### src/rtl/lcd_seq_pkg.sv
// lcd_seq_pkg: shared types and helpers for the HD44780 write sequencer.
// Optional feature macro: LCD_SEQ_NIBBLE_EN (adds the NIBBLE_GAP state).
package lcd_seq_pkg;

   localparam logic [8:0] CMD_ADDR_DEFAULT  = 9'h09D;
   localparam logic [8:0] DAT_ADDR_DEFAULT  = 9'h09E;
   localparam logic [8:0] STAT_ADDR_DEFAULT = 9'h09F;

   typedef enum logic [2:0] {
      ST_IDLE,
      ST_SETUP,
      ST_PULSE,
      ST_HOLD,
      ST_WAIT
`ifdef LCD_SEQ_NIBBLE_EN
      , ST_NIBBLE_GAP
`endif
   } state_t;

   // Clear display (01) and return home (02/03) need the long execution wait.
   function automatic logic is_long_cmd(input logic rs, input logic [7:0] b);
      return !rs && (b == 8'h01 || b == 8'h02 || b == 8'h03);
   endfunction

endpackage

### src/rtl/lcd_sequencer_if.sv
// lcd_sequencer_if: PIC16F external peripheral bus (write strobe + read mux).
interface lcd_sequencer_if;
   logic [8:0] addr;
   logic       wr_en;
   logic [7:0] data_in;
   logic [7:0] data_out;

   modport master (output addr, output wr_en, output data_in, input data_out);
   modport slave  (input addr, input wr_en, input data_in, output data_out);
endinterface

### src/rtl/lcd_seq_timer.sv
// lcd_seq_timer: loadable down-counter. Loading N makes 'expired' rise in the
// N-th cycle after the load edge, so a phase loaded with N lasts exactly N cycles.
module lcd_seq_timer #(
   parameter int WIDTH = 8
) (
   input  logic             clk,
   input  logic             rst,
   input  logic             load,
   input  logic [WIDTH-1:0] load_val,
   output logic             expired
);

   logic [WIDTH-1:0] count_reg;

   // Count down to zero and park there until the next load.
   always_ff @(posedge clk) begin
      if (rst) begin
         count_reg <= '0;
      end else if (load) begin
         count_reg <= load_val - WIDTH'(1);
      end else if (count_reg != '0) begin
         count_reg <= count_reg - WIDTH'(1);
      end
   end

   assign expired = (count_reg == '0);

endmodule

### src/rtl/lcd_sequencer.sv
// lcd_sequencer: memory-mapped HD44780 write sequencer. One bus write to the
// command or data register runs SETUP/PULSE/HOLD/WAIT and ends with done_strobe.
// Optional feature macro: LCD_SEQ_NIBBLE_EN (4-bit bus, two strobes per byte).
module lcd_sequencer
   import lcd_seq_pkg::*;
#(
   parameter logic [8:0] CMD_ADDR         = CMD_ADDR_DEFAULT,
   parameter logic [8:0] DAT_ADDR         = DAT_ADDR_DEFAULT,
   parameter logic [8:0] STAT_ADDR        = STAT_ADDR_DEFAULT,
   parameter int         SETUP_CYCLES     = 3,
   parameter int         PULSE_CYCLES     = 25,
   parameter int         HOLD_CYCLES      = 3,
   parameter int         EXEC_CYCLES      = 2000,
   parameter int         LONG_EXEC_CYCLES = 80000
) (
   input  logic             clk,
   input  logic             rst,
   lcd_sequencer_if.slave   bus,
   output logic             done_strobe,
   output logic [7:0]       lcd_data,
   output logic             lcd_rs,
   output logic             lcd_rw,
   output logic             lcd_e
);

   localparam int TW = $clog2(LONG_EXEC_CYCLES + 1);

   state_t        state_reg;
   logic [7:0]    byte_reg;
   logic [7:0]    lcd_data_reg;
   logic          lcd_rs_reg;
   logic          lcd_e_reg;
   logic          done_reg;
   logic          overrun_reg;
`ifdef LCD_SEQ_NIBBLE_EN
   logic          second_reg;
`endif

   logic          cmd_hit, dat_hit, stat_hit, busy, accept;
   logic          timer_load, timer_expired;
   logic [TW-1:0] timer_val;

   assign cmd_hit  = bus.wr_en && (bus.addr == CMD_ADDR);
   assign dat_hit  = bus.wr_en && (bus.addr == DAT_ADDR);
   assign stat_hit = bus.wr_en && (bus.addr == STAT_ADDR);
   assign busy     = (state_reg != ST_IDLE);
   assign accept   = !busy && (cmd_hit || dat_hit);

   lcd_seq_timer #(.WIDTH(TW)) u_timer (
      .clk      (clk),
      .rst      (rst),
      .load     (timer_load),
      .load_val (timer_val),
      .expired  (timer_expired)
   );

   // Reload the timer with the length of the phase being entered.
   always_comb begin
      timer_load = 1'b0;
      timer_val  = TW'(SETUP_CYCLES);
      case (state_reg)
         ST_IDLE: begin
            timer_load = accept;
            timer_val  = TW'(SETUP_CYCLES);
         end
         ST_SETUP: begin
            timer_load = timer_expired;
            timer_val  = TW'(PULSE_CYCLES);
         end
         ST_PULSE: begin
            timer_load = timer_expired;
            timer_val  = TW'(HOLD_CYCLES);
         end
         ST_HOLD: begin
            timer_load = timer_expired;
            timer_val  = is_long_cmd(lcd_rs_reg, byte_reg) ? TW'(LONG_EXEC_CYCLES)
                                                           : TW'(EXEC_CYCLES);
         end
`ifdef LCD_SEQ_NIBBLE_EN
         ST_NIBBLE_GAP: begin
            timer_load = timer_expired;
            timer_val  = TW'(SETUP_CYCLES);
         end
`endif
         default: begin
            timer_load = 1'b0;
         end
      endcase
   end

   // Transfer FSM with registered LCD pins, done strobe and sticky overrun.
   always_ff @(posedge clk) begin
      if (rst) begin
         state_reg    <= ST_IDLE;
         byte_reg     <= 8'h00;
         lcd_data_reg <= 8'h00;
         lcd_rs_reg   <= 1'b0;
         lcd_e_reg    <= 1'b0;
         done_reg     <= 1'b0;
         overrun_reg  <= 1'b0;
`ifdef LCD_SEQ_NIBBLE_EN
         second_reg   <= 1'b0;
`endif
      end else begin
         done_reg <= 1'b0;
         if (busy && (cmd_hit || dat_hit)) begin
            overrun_reg <= 1'b1;
         end else if (stat_hit) begin
            overrun_reg <= 1'b0;
         end
         case (state_reg)
            ST_IDLE: begin
               if (accept) begin
                  byte_reg   <= bus.data_in;
                  lcd_rs_reg <= dat_hit;
`ifdef LCD_SEQ_NIBBLE_EN
                  lcd_data_reg <= {bus.data_in[7:4], 4'h0};
                  second_reg   <= 1'b0;
`else
                  lcd_data_reg <= bus.data_in;
`endif
                  state_reg  <= ST_SETUP;
               end
            end
            ST_SETUP: begin
               if (timer_expired) begin
                  lcd_e_reg <= 1'b1;
                  state_reg <= ST_PULSE;
               end
            end
            ST_PULSE: begin
               if (timer_expired) begin
                  lcd_e_reg <= 1'b0;
`ifdef LCD_SEQ_NIBBLE_EN
                  state_reg <= second_reg ? ST_HOLD : ST_NIBBLE_GAP;
`else
                  state_reg <= ST_HOLD;
`endif
               end
            end
            ST_HOLD: begin
               if (timer_expired) begin
                  state_reg <= ST_WAIT;
               end
            end
`ifdef LCD_SEQ_NIBBLE_EN
            ST_NIBBLE_GAP: begin
               if (timer_expired) begin
                  second_reg   <= 1'b1;
                  lcd_data_reg <= {byte_reg[3:0], 4'h0};
                  state_reg    <= ST_SETUP;
               end
            end
`endif
            ST_WAIT: begin
               if (timer_expired) begin
                  done_reg  <= 1'b1;
                  state_reg <= ST_IDLE;
               end
            end
            default: begin
               state_reg <= ST_IDLE;
            end
         endcase
      end
   end

   // Read mux: last accepted byte on CMD/DAT, {overrun, busy} on STAT.
   always_comb begin
      bus.data_out = 8'h00;
      if (bus.addr == CMD_ADDR || bus.addr == DAT_ADDR) begin
         bus.data_out = byte_reg;
      end else if (bus.addr == STAT_ADDR) begin
         bus.data_out = {6'b0, overrun_reg, busy};
      end
   end

   assign done_strobe = done_reg;
   assign lcd_data    = lcd_data_reg;
   assign lcd_rs      = lcd_rs_reg;
   assign lcd_e       = lcd_e_reg;
   assign lcd_rw      = 1'b0;

endmodule

### src/flat_wrapper.sv
// flat-port wrapper written by rule: the top's interface ports become plain ports
module lcd_sequencer_flat import lcd_seq_pkg::*;
#(
   parameter logic [8:0] CMD_ADDR         = CMD_ADDR_DEFAULT,
   parameter logic [8:0] DAT_ADDR         = DAT_ADDR_DEFAULT,
   parameter logic [8:0] STAT_ADDR        = STAT_ADDR_DEFAULT,
   parameter int         SETUP_CYCLES     = 3,
   parameter int         PULSE_CYCLES     = 25,
   parameter int         HOLD_CYCLES      = 3,
   parameter int         EXEC_CYCLES      = 2000,
   parameter int         LONG_EXEC_CYCLES = 80000
)
  (clk, rst, done_strobe, lcd_data, lcd_rs, lcd_rw, lcd_e, bus_addr, bus_wr_en, bus_data_in, bus_data_out);
  lcd_sequencer_if bus_i ();
  input  logic clk;
  input  logic rst;
  output logic done_strobe;
  output logic [7:0] lcd_data;
  output logic lcd_rs;
  output logic lcd_rw;
  output logic lcd_e;
  input wire logic [$bits(bus_i.addr)-1:0] bus_addr;
  input wire logic [$bits(bus_i.wr_en)-1:0] bus_wr_en;
  input wire logic [$bits(bus_i.data_in)-1:0] bus_data_in;
  output wire logic [$bits(bus_i.data_out)-1:0] bus_data_out;
  assign bus_i.addr = bus_addr;
  assign bus_i.wr_en = bus_wr_en;
  assign bus_i.data_in = bus_data_in;
  assign bus_data_out = bus_i.data_out;
  lcd_sequencer #(.CMD_ADDR(CMD_ADDR), .DAT_ADDR(DAT_ADDR), .STAT_ADDR(STAT_ADDR), .SETUP_CYCLES(SETUP_CYCLES), .PULSE_CYCLES(PULSE_CYCLES), .HOLD_CYCLES(HOLD_CYCLES), .EXEC_CYCLES(EXEC_CYCLES), .LONG_EXEC_CYCLES(LONG_EXEC_CYCLES)) u_core (.clk(clk), .rst(rst), .bus(bus_i), .done_strobe(done_strobe), .lcd_data(lcd_data), .lcd_rs(lcd_rs), .lcd_rw(lcd_rw), .lcd_e(lcd_e));
endmodule
### config.mk
export PLATFORM = sky130hd
export DESIGN_NAME = lcd_sequencer_flat
export DESIGN_NICKNAME = d
export VERILOG_FILES = /design/src/rtl/lcd_seq_pkg.sv /design/src/rtl/lcd_sequencer_if.sv /design/src/rtl/lcd_seq_timer.sv /design/src/rtl/lcd_sequencer.sv /design/src/flat_wrapper.sv
export SDC_FILE = /design/constraint.sdc
export NUM_CORES = 1
export LEC_CHECK = 0
export CORE_AREA = 2 2 64 66
export CTS_CLUSTER_DIAMETER = 120
export CTS_CLUSTER_SIZE = 12
export DETAILED_ROUTE_END_ITERATION = 10
export DIE_AREA = 0 0 66 68
export GPL_ROUTABILITY_DRIVEN = 0
export PLACE_DENSITY = 0.78
export SYNTH_ARGS = -nofsm -noshare
export SYNTH_HDL_FRONTEND = slang
export SYNTH_SLANG_ARGS = --single-unit
### constraint.sdc
create_clock -name clk -period 11.1 [get_ports clk]
set_input_delay 3.33 -clock clk [delete_from_list [all_inputs] [get_ports clk]]
set_output_delay 3.33 -clock clk [all_outputs]
set_load 0.05 [all_outputs]
; ---- After elaboration in Yosys (flattened, before gate mapping)
; Index checks and enable logic that the tools add are counted.
[totals]
register_bits = 32
input_bits = 20
out_inout_bits = 20
elab_cells = 68
[op_classes]
n_addsub = 2
eq_ne = 15
muxes = 19
bitwise = 1
reduce_logical = 24
[op_table]
columns = op, count
row1 = two-way mux 17 bit, 3
row2 = case mux 17 bit (2 select lines), 1
row3 = "subtractor 17 x 1 -> 17 bit, second input constant", 2
row4 = "equality test 9 x 8 -> 1 bit, second input constant", 3
row5 = logical NOT 17 bit, 1
row6 = nonzero test 17 bit, 1
row7 = "equality test 8 x 2 -> 1 bit, second input constant", 2
row8 = two-way mux 3 bit, 5
row9 = case mux 3 bit (5 select lines), 1
row10 = "!= test 2 x 1 -> 1 bit, second input constant", 5
row11 = "equality test 8 x 1 -> 1 bit, second input constant", 1
row12 = two-way mux 8 bit, 1
row13 = "equality test 3 x 2 -> 1 bit, second input constant", 2
row14 = logical AND 1 bit, 6
row15 = nonzero test 2 bit, 3
row16 = two-way mux 1 bit, 5
row17 = AND reduction 5 bit, 1
row18 = logical OR 1 bit, 4
row19 = case mux 1 bit (2 select lines), 2
row20 = "equality test 3 x 1 -> 1 bit, second input constant", 1
row21 = "equality test 3 bit, second input constant", 1
row22 = logical NOT 3 bit, 1
row23 = AND reduction 3 bit, 1
row24 = nonzero test 3 bit, 1
row25 = other kinds (6), 7

; ---- Logic depth before layout (Yosys ltp)
; Gate-level depths: netlist of the first run.
[depth]
ltp_word = 8
depth_mapped = 13

; ---- Hierarchy
; A second synthesis of the first run with hierarchy kept.
[hier_totals]
cells_unflattened = 226
area_unflattened_um2 = 2009.4
[by_module_without_submodules]
columns = mod, n_inst, cells_per_inst, area_per_inst_um2, seq_area_each_um2
row1 = lcd_seq_timer, 1, 123, 1106.1, 340.3
row2 = lcd_sequencer, 1, 103, 903.4, 300.3

; ---- Least setup slack after synthesis of the first run
; Ideal clock, no wire load.
[synth_timing]
path_type = input to output
start = in bus_addr[0]
end = out bus_data_out[1]
arrival_ns = 4.671
path_slack_ns = 3.099
path_stages = 4
cell_sequence = clkbuf_1 xor2_1 nand2_1 a21oi_1
[synth_between]
elab_chain_len = 3
elab_cells_between_ends = 6
[synth_lines]
columns = item, line_no
row1 = "start, declared", flat_wrapper.sv:22  ; input wire logic [$bits(bus_i.addr)-1:0] bus_addr;
row2 = "equality test 9 x 8 -> 1 bit, on equally long branches", "lcd_sequencer.sv:173, lcd_sequencer.sv:171"
row3 = two-way mux 2 bit or logical OR 1 bit (tied branches), "lcd_sequencer.sv:173, lcd_sequencer.sv:171"
row4 = two-way mux 8 bit *, lcd_sequencer.sv:171  ; if (bus.addr == CMD_ADDR || bus.addr == DAT_ADDR) begin
row5 = "end, declared", flat_wrapper.sv:25  ; output wire logic [$bits(bus_i.data_out)-1:0] bus_data_out;
; Every way passes the cells marked *; elsewhere a longest branch is shown, timed or not.

; ---- Final worst setup path of the first run
[layout_timing]
start = in bus_addr[7]
end = out bus_data_out[2]
[layout_between]
elab_chain_len = 3
elab_cells_between_ends = 4
[layout_lines]
columns = item, line_no
row1 = equality test 9 x 8 -> 1 bit, lcd_sequencer.sv:171
row2 = logical OR 1 bit *, lcd_sequencer.sv:171
row3 = two-way mux 8 bit *, lcd_sequencer.sv:171
; Marked as above.

==> impl_metrics.tcl, run 1 <==
set metrics [dict create \
    drtIter0Drc 87 \
    tightest_slew_ps 780 \
    drt_wl_total_mm 4.27 \
    synth_ff_type "dfxtp_1" \
    diodes 0 \
    antenna_found_initial 0 \
    yosysSeqAreaShare 0.355 \
    drv_slew 0 \
    async_flop_share 0 \
    cts_root_buffer "clkbuf_8" \
    period_minus_slack_ps 8900 \
    power_leakage_uw 0.000905 \
    total_power_uw 461 \
    cts_resized 0 \
    avgSynthCellArea_sq_um 8.03 \
    grt_use_total 0.198 \
    max-cap-violations 0 \
    synth_top_cell_by_area "dfxtp_1" \
    placed_area_sq_mm 0.00220 \
    drc 0 \
    stdcell_count 311 \
    yosysTopAreaCellShare 0.355 \
    start_util 0.469 \
    ys_warn_count 0 \
    drtAntennaViolNets 0 \
    first_pass_iters 4 \
    grt_max_degree 22 \
    grt_pass1_vias 1523 \
    multi_input_area_sq_mm 0.00110 \
    seqCellArea_sq_um 641 \
    synth-edff-count 0 \
    yosys_register_bits 32 \
    status "finished clean" \
    synthTopCellsByCount "dfxtp_1, nand2_1, nor2_1, a21oi_1, nor3_1" \
    num_vias 1760 \
    fin_skew_ps 7.80 \
    grt_setup_unrepaired "false" \
    ir_worst_vdd_mv 0.112 \
    clockBufferDepth 2 \
    hp-class "reg2reg" \
    coreArea_sq_mm 0.00386 \
    die-area_sq_mm 0.00449 \
    synthToLayoutAreaGrowth_pct 27.0 \
    nets 281 \
    post-cts-setup-buffers 0 \
    die_y_um 68 \
    largest_reg_flops 17 \
    h-tree-depth 2 \
    critPathRequiredTime_ps 7770 \
    critPathArrivalTime_ps 5570 \
    fin_crit_sh 0.802 \
    clock-sinks 32 \
    fillers 381 \
    critPathLaunchType "input pin" \
    io_pins 40 \
    rows 23 \
    syn_area_sq_mm 0.00181 \
    syn-num-nets 246 \
    slew_headroom 0.478 \
    setup_tns_ps 0 \
    die_w_um 66 \
    synth.area.top_cells "dfxtp_1, nand2_1, nor2_1, mux2i_1, a21oi_1" \
    synth.distinct_cells 52 \
    hpwl_mm 3.09 \
    cts_tree "yes" \
    path_max_fanout 7 \
    gr-total-overflow 0 \
    synth_cells 225 \
    clk_pin_slew_ps 60 \
    vias_per_cell 5.66 \
    port_buffers 38 \
    placed_cells 303 \
    postCtsHoldBufs 0 \
    powerDensity_mw_per_mm2 201 \
    grt_pass1_wl_mm 6.84 \
    fmax_mhz 112 \
    design_area_sq_mm 0.00229 \
    path_class "in2out" \
    cts_buffers 5 \
    clk-insertion-delay-late_ps 280 \
    setup_viol 0 \
    wire_per_inst_um 13.7 \
    yosysMostFrequentCell "dfxtp_1" \
    drive_gt1_frac 0.0613 \
    hold_violations 0 \
    end_kind "output pin" \
]
==> where the power goes <==
group | switching [uW] | total, uW | leakage [uW] | internal (uW)
combinational | 121 | 211 | 0.000599 | 90.3
clock | 39.9 | 90.4 | 0.0000455 | 50.5
sequential | 19.6 | 159 | 0.000261 | 140
==> cell usage in the layout (no fill, tap or decap), types with 8 or more instances in the layout <==
cell type        instances
nor2_1                  25
nand2_1                 26
mux2i_1                  8
clkdlybuf4s50_1         38
a21oi_1                 15
dfxtp_1                 32
and2_1                   9
o21ai_0                  9
nor3_1                  12
==> cell type report <==
cell class,count,area share
Tap cell,50,0.0273
Clock buffer,8,0.0393
Inverter,3,0.00491
Sequential cell,32,0.279
Timing Repair Buffer,39,0.169
Multi-Input combinational cell,179,0.480
==> per-layer routing <==
metal | routed length (um) | GRT usage | vias up
met5 | 0 | 0 | -
met3 | 295 | 0.0592 | 7
li1 | - | - | 888
met4 | 65 | 0.0816 | 0
met1 | 1950 | 0.238 | 808
met2 | 1950 | 0.331 | 57
==> worst max-delay path: stages <==
cell and delay (ps):
clkdlybuf4s50_1 450, nor4bb_1 490, and3_1 350, and2_1 150, clkdlybuf4s50_1 790
==> logic make-up (layout without fill, tap and decap cells) <==
logic type	after synthesis	count (layout)	share of synthesized area
simple gates	112	112	0.321
flops	32	32	0.355
xor+xnor	6	6	0.0291
buf+inv	14	50	0.0353
fa+ha+maj	1	1	0.00692
compound gates	51	51	0.206
mux	8	8	0.0443
other cells	1	1	0.00208
==> final timing paths <==
check | start | end | slack [ps] | cells after the start
worst max-delay path | bus_addr[7] | bus_data_out[2] | 2200 | 5
worst min-delay path | u_core.lcd_e | u_core.lcd_e | 480 | 2
worst max register to register | u_core.u_timer.count_reg[7] | u_core.u_timer.count_reg[10] | 7220 | 12
worst min register to register | u_core.lcd_e | u_core.lcd_e | 480 | 2
==> metrics by stage <==
step	hold slack [ps]	setup slack, ps	utilization
finish	479	2200	0.595
global route	518	2080	0.595
CTS	484	2210	0.595
detailed placement	475	2210	0.572
global placement	465	2250	0.572
floorplan	468	3100	-
(Power assumes the default switching activity.)
==> run 2: changes to the inputs <==
- clock period: 11.1 -> 8.36 ns (I/O delays scaled with it)
==> run 2 against run 1 <==
Effect of this change:
- final area is the same
- setup slack worse by 1100 ps
- clock skew fell by 0.86 ps
- utilization unchanged
- worst hold slack improved by 1.2 ps
- critical endpoint is now bus_data_out[3]
==> impl_metrics.tcl, run 2 (synthesized netlist as in run 1, its figures left out) <==
set metrics [dict create \
    status "finished clean" \
    port_buffers 38 \
    drtIter0Drc 84 \
    diodes 0 \
    grt_pass1_vias 1601 \
    die_y_um 68 \
    reg2reg_depth 12 \
    drtAntennaViolNets 0 \
    drive_gt1_frac 0.0613 \
    postCtsHoldBufs 0 \
    tightest_slew_ps 772 \
    regToRegEndpoint "u_core.u_timer.count_reg[10]" \
    num_vias 1764 \
    post-route-util 0.595 \
    drt_wl_total_mm 4.32 \
    r2r_setup_slack_ps 4500 \
    first_pass_iters 4 \
    post-cts-setup-buffers 0 \
    fin_hold_ws_ps 481 \
    final_cell_mix "clkdlybuf4s50_1, dfxtp_1, nand2_1" \
    cts_buffers 5 \
    fin_skew_ps 6.94 \
    hold_depth 2 \
    cts_tree "yes" \
    wire_per_inst_um 13.9 \
    critPathLaunchType "input pin" \
    grt_use_total 0.211 \
    antenna_found_initial 0 \
    total_power_uw 609 \
    vias_per_cell 5.67 \
    grt_max_degree 22 \
    rows 23 \
    end_kind "output pin" \
    grtUsageMet1 0.245 \
    grt_setup_unrepaired "false" \
    coreArea_sq_mm 0.00386 \
    die-area_sq_mm 0.00449 \
    met3_usage 0.0641 \
    path_class "in2out" \
    fillers 366 \
    path_max_fanout 7 \
    hpwl_mm 3.10 \
    r2r-start "u_core.u_timer.count_reg[7]" \
    start_util 0.469 \
    setup_viol 0 \
    slew_headroom 0.481 \
    io_pins 40 \
    hold_violations 0 \
    cts_root_buffer "clkbuf_8" \
    largest_reg_flops 17 \
    drc 0 \
    power_leakage_uw 0.000905 \
    fin_crit_sh 0.866 \
    gr-usage-met2 0.354 \
    hp-class "reg2reg" \
    ir_worst_vdd_mv 0.182 \
    die_w_um 66 \
    critPathRequiredTime_ps 5850 \
    hold_path.startpoint "u_core.lcd_e" \
    clk-insertion-delay-late_ps 280 \
    powerDensity_mw_per_mm2 265 \
    final_common_cell "clkdlybuf4s50_1" \
    cts_resized 0 \
    nets 281 \
    synthToLayoutAreaGrowth_pct 27.0 \
    clk_pin_slew_ps 60 \
    h-tree-depth 2 \
    fmax_mhz 138 \
    clock-sinks 32 \
    drv_slew 0 \
    hold_end "u_core.lcd_e" \
    gr-total-overflow 0 \
    critPathArrivalTime_ps 4730 \
    busiest_layer "met2" \
    period_minus_slack_ps 7240 \
    setup_tns_ps 0 \
    grt_pass1_wl_mm 7.19 \
    max-cap-violations 0 \
    clockBufferDepth 2 \
]
[run 2: how the worst max path moves through the flow]
stage,from,slack (ps),to
after CTS,bus_addr[7],1110,bus_data_out[3]
final,bus_addr[7],1120,bus_data_out[3]
after floorplan,bus_addr[0],2000,bus_data_out[1]
after global placement,bus_addr[7],1150,bus_data_out[7]
after detailed placement,bus_addr[7],1110,bus_data_out[3]
after global routing,bus_addr[7],1000,bus_data_out[3]
[run 2: cell type report]
cell class / count / area [sq um] / area share
Sequential cell: 32 / 641 / 0.279
Multi-Input combinational cell: 179 / 1100 / 0.480
Tap cell: 50 / 62.6 / 0.0273
Clock buffer: 8 / 90.1 / 0.0393
Timing Repair Buffer: 39 / 388 / 0.169
Inverter: 3 / 11.3 / 0.00491
[run 2: metal layers]
layer | share of wire | vias to the layer above
li1 | - | 888
met1 | 0.45 | 809
met2 | 0.46 | 57
met3 | 0.062 | 10
met4 | 0.024 | 0
met5 | 0 | -
[run 2: per-stage QoR]
step / area, sq um / std cells / worst slack, ps
final: 2290 / 311 / 1120
after floorplan: 1810 / 225 / 2000
after global placement: 2200 / 303 / 1150
after CTS: 2290 / 311 / 1110
after global routing: 2290 / 311 / 998
after detailed placement: 2200 / 303 / 1110
[run 2: worst max-delay path, cell delays in order]
cell             delay, ps
clkdlybuf4s50_1        450
nor4bb_1               480
and3_1                 340
and2_1                 160
clkdlybuf4s50_1        790
[run 2: report_power, final]
| group | switching (uW) | total [uW] | leakage, uW | internal, uW |
|---|---|---|---|---|
| clock | 53.5 | 121 | 0.0000455 | 67.0 |
| combinational | 158 | 278 | 0.000599 | 120 |
| sequential | 25.4 | 211 | 0.000261 | 185 |
| total | 237 | 609 | 0.000905 | 372 |
==> run 3: changes to the inputs <==
- SLEW_MARGIN: not set -> 30
==> results of run 3 <==
The final DEF is identical to that of run 2; final timing and power are the same.
==> edit: new RTL, settings of run 3 <==
`LONG_EXEC_CYCLES` is set to 80000 in 2 places; all go to 160000.
--- a/src/rtl/lcd_sequencer.sv
+++ b/src/rtl/lcd_sequencer.sv
@@ -11,7 +11,7 @@
    parameter int         PULSE_CYCLES     = 25,
    parameter int         HOLD_CYCLES      = 3,
    parameter int         EXEC_CYCLES      = 2000,
-   parameter int         LONG_EXEC_CYCLES = 80000
+   parameter int         LONG_EXEC_CYCLES = 160000
 ) (
    input  logic             clk,
    input  logic             rst,
--- a/src/flat_wrapper.sv
+++ b/src/flat_wrapper.sv
@@ -8,7 +8,7 @@
    parameter int         PULSE_CYCLES     = 25,
    parameter int         HOLD_CYCLES      = 3,
    parameter int         EXEC_CYCLES      = 2000,
-   parameter int         LONG_EXEC_CYCLES = 80000
+   parameter int         LONG_EXEC_CYCLES = 160000
 )
   (clk, rst, done_strobe, lcd_data, lcd_rs, lcd_rw, lcd_e, bus_addr, bus_wr_en, bus_data_in, bus_data_out);
   lcd_sequencer_if bus_i ();
Function: no difference found for any inputs over 10 cycles, from zero or initial values and one cycle with rst high; that may be too few to reach the edited logic, so the function may still have changed.
==> edit against run 3 <==
  * Hold slack got worse by 0.0080 ns
  * Critical path depth did not move
  * Total power rose by 4.0%
  * Sequential power barely moved
  * Area after synthesis grew 13%
  * Sequential cell count grew 1
  * Setup slack got worse by 0.073 ns
  * First-iteration DRC count increased by 54%
  * Wire length up 14%
  * Final area grew 9.1%
  * Critical path type unchanged
  * Critical endpoint is now bus_data_out[6]
==> edit: results (changes against run 3) <==
| Metric | Value |
|---|---|
| Status | completed |
| Synth top area cells | dfxtp_1, nor2_1, mux2i_1 |
| Leak | 0.000972 µW (+7.5%) |
| Share of layout cells above drive strength 1 | 8.90% (+2.8 points) |
| Vias per Instance | 5.98 (+5.5%) |
| CP arrival | 4.80 ns (+0.07 ns) |
| Met2 wire len | 2300 µm (+14%) |
| First-pass GRT wire length | 8410 µm (+17%) |
| Placed Cells incl. Taps | 323 (+6.6%) |
| Met1 wire length | 2260 µm (+16%) |
| R2R setup slack | 4.32 ns (-0.18 ns) |
| DRT Wirelength | 4910 µm (+14%) |
| Max FFs per register | 18 (+1) |
| Largest net degree at the start of global routing | 24 (+9.1%) |
| Rel. slew slack | 44.4% (-3.8 points) |
| Reg2reg start | u_core.u_timer.count_reg[5]$_SDFFE_PP0P_ |
| M2 GR Usage | 39.4% (+4.0 points) |
| Synth Area per Inst | 8.20 µm² (+2.1%) |
| Synth unique cells | 60 (+15%) |
| Overall Global Routing Usage | 24.3% (+3.2 points) |
| DRT iter0 DRCs | 129 (+54%) |
| Compound-cell area share of the yosys netlist | 22.5% (+1.9 points) |
| Clock Skews | 0.00824 ns (+0.00130 ns) |
| Synth cell count leaders | nor2_1, dfxtp_1, nand2_1 |
| Final non-filler cell total | 331 (+6.4%) |
| Dpl cell area | 2400 µm² (+8.9%) |
| Sequential area share after synthesis | 32.5% (-3.0 points) |
| Maximum VDD drop | 0.130 mV (-29%) |
| Met3 wire length | 269 µm (+0.75%) |
| FILL cells | 350 (-4.4%) |
| Vias in the first global route | 1,867 (+17%) |
| RR Endpoint | u_core.u_timer.count_reg[12]$_SDFFE_PP0P_ |
| R2R depth | 11 (-1) |
| GR Util met3 | 6.74% (+0.33 points) |
| XOR/XNOR Fraction of Synth Area | 2.58% (-0.32 points) |
| GRT met1 Usage | 30.9% (+6.4 points) |
[edit: changes by cell type in the layout (fill, tap and decap cells not counted), sizes merged, moves of 3 or more]
cell,delta
nor2,+11
nand2,-6
a21o,+5
nand3,+5
o21ai,+5
nor4,-4
mux2i,+3
nor3,+3
o211ai,+3
or4,+3
[edit: power by group]
group,total (µW),internal (µW),switching (µW),leakage (µW)
registers,211,184,26.8,0.000269
clock network,134,74.4,59.3,0.0000542
logic,289,123,166,0.000650
total,634,381,252,0.000972
[edit: per-stage QoR]
step	setup slack, ns	total power (µW)	hold WS [ns]
finish	1.05	634	0.473
global route	0.899	681	0.498
CTS	1.06	632	0.476
detailed placement	1.07	498	0.463
global placement	1.16	495	0.464
floorplan	2.00	448	0.451
[edit: layout make-up]
type,instances,area (µm²),area share [%]
clock buffer,7,96.3,3.85
clock inverter,1,5.00,0.200
inverter,1,3.75,0.150
multi-input combinational,200,1290,51.4
sequential,33,661,26.4
tap,50,62.6,2.50
timing repair buffer,39,388,15.5
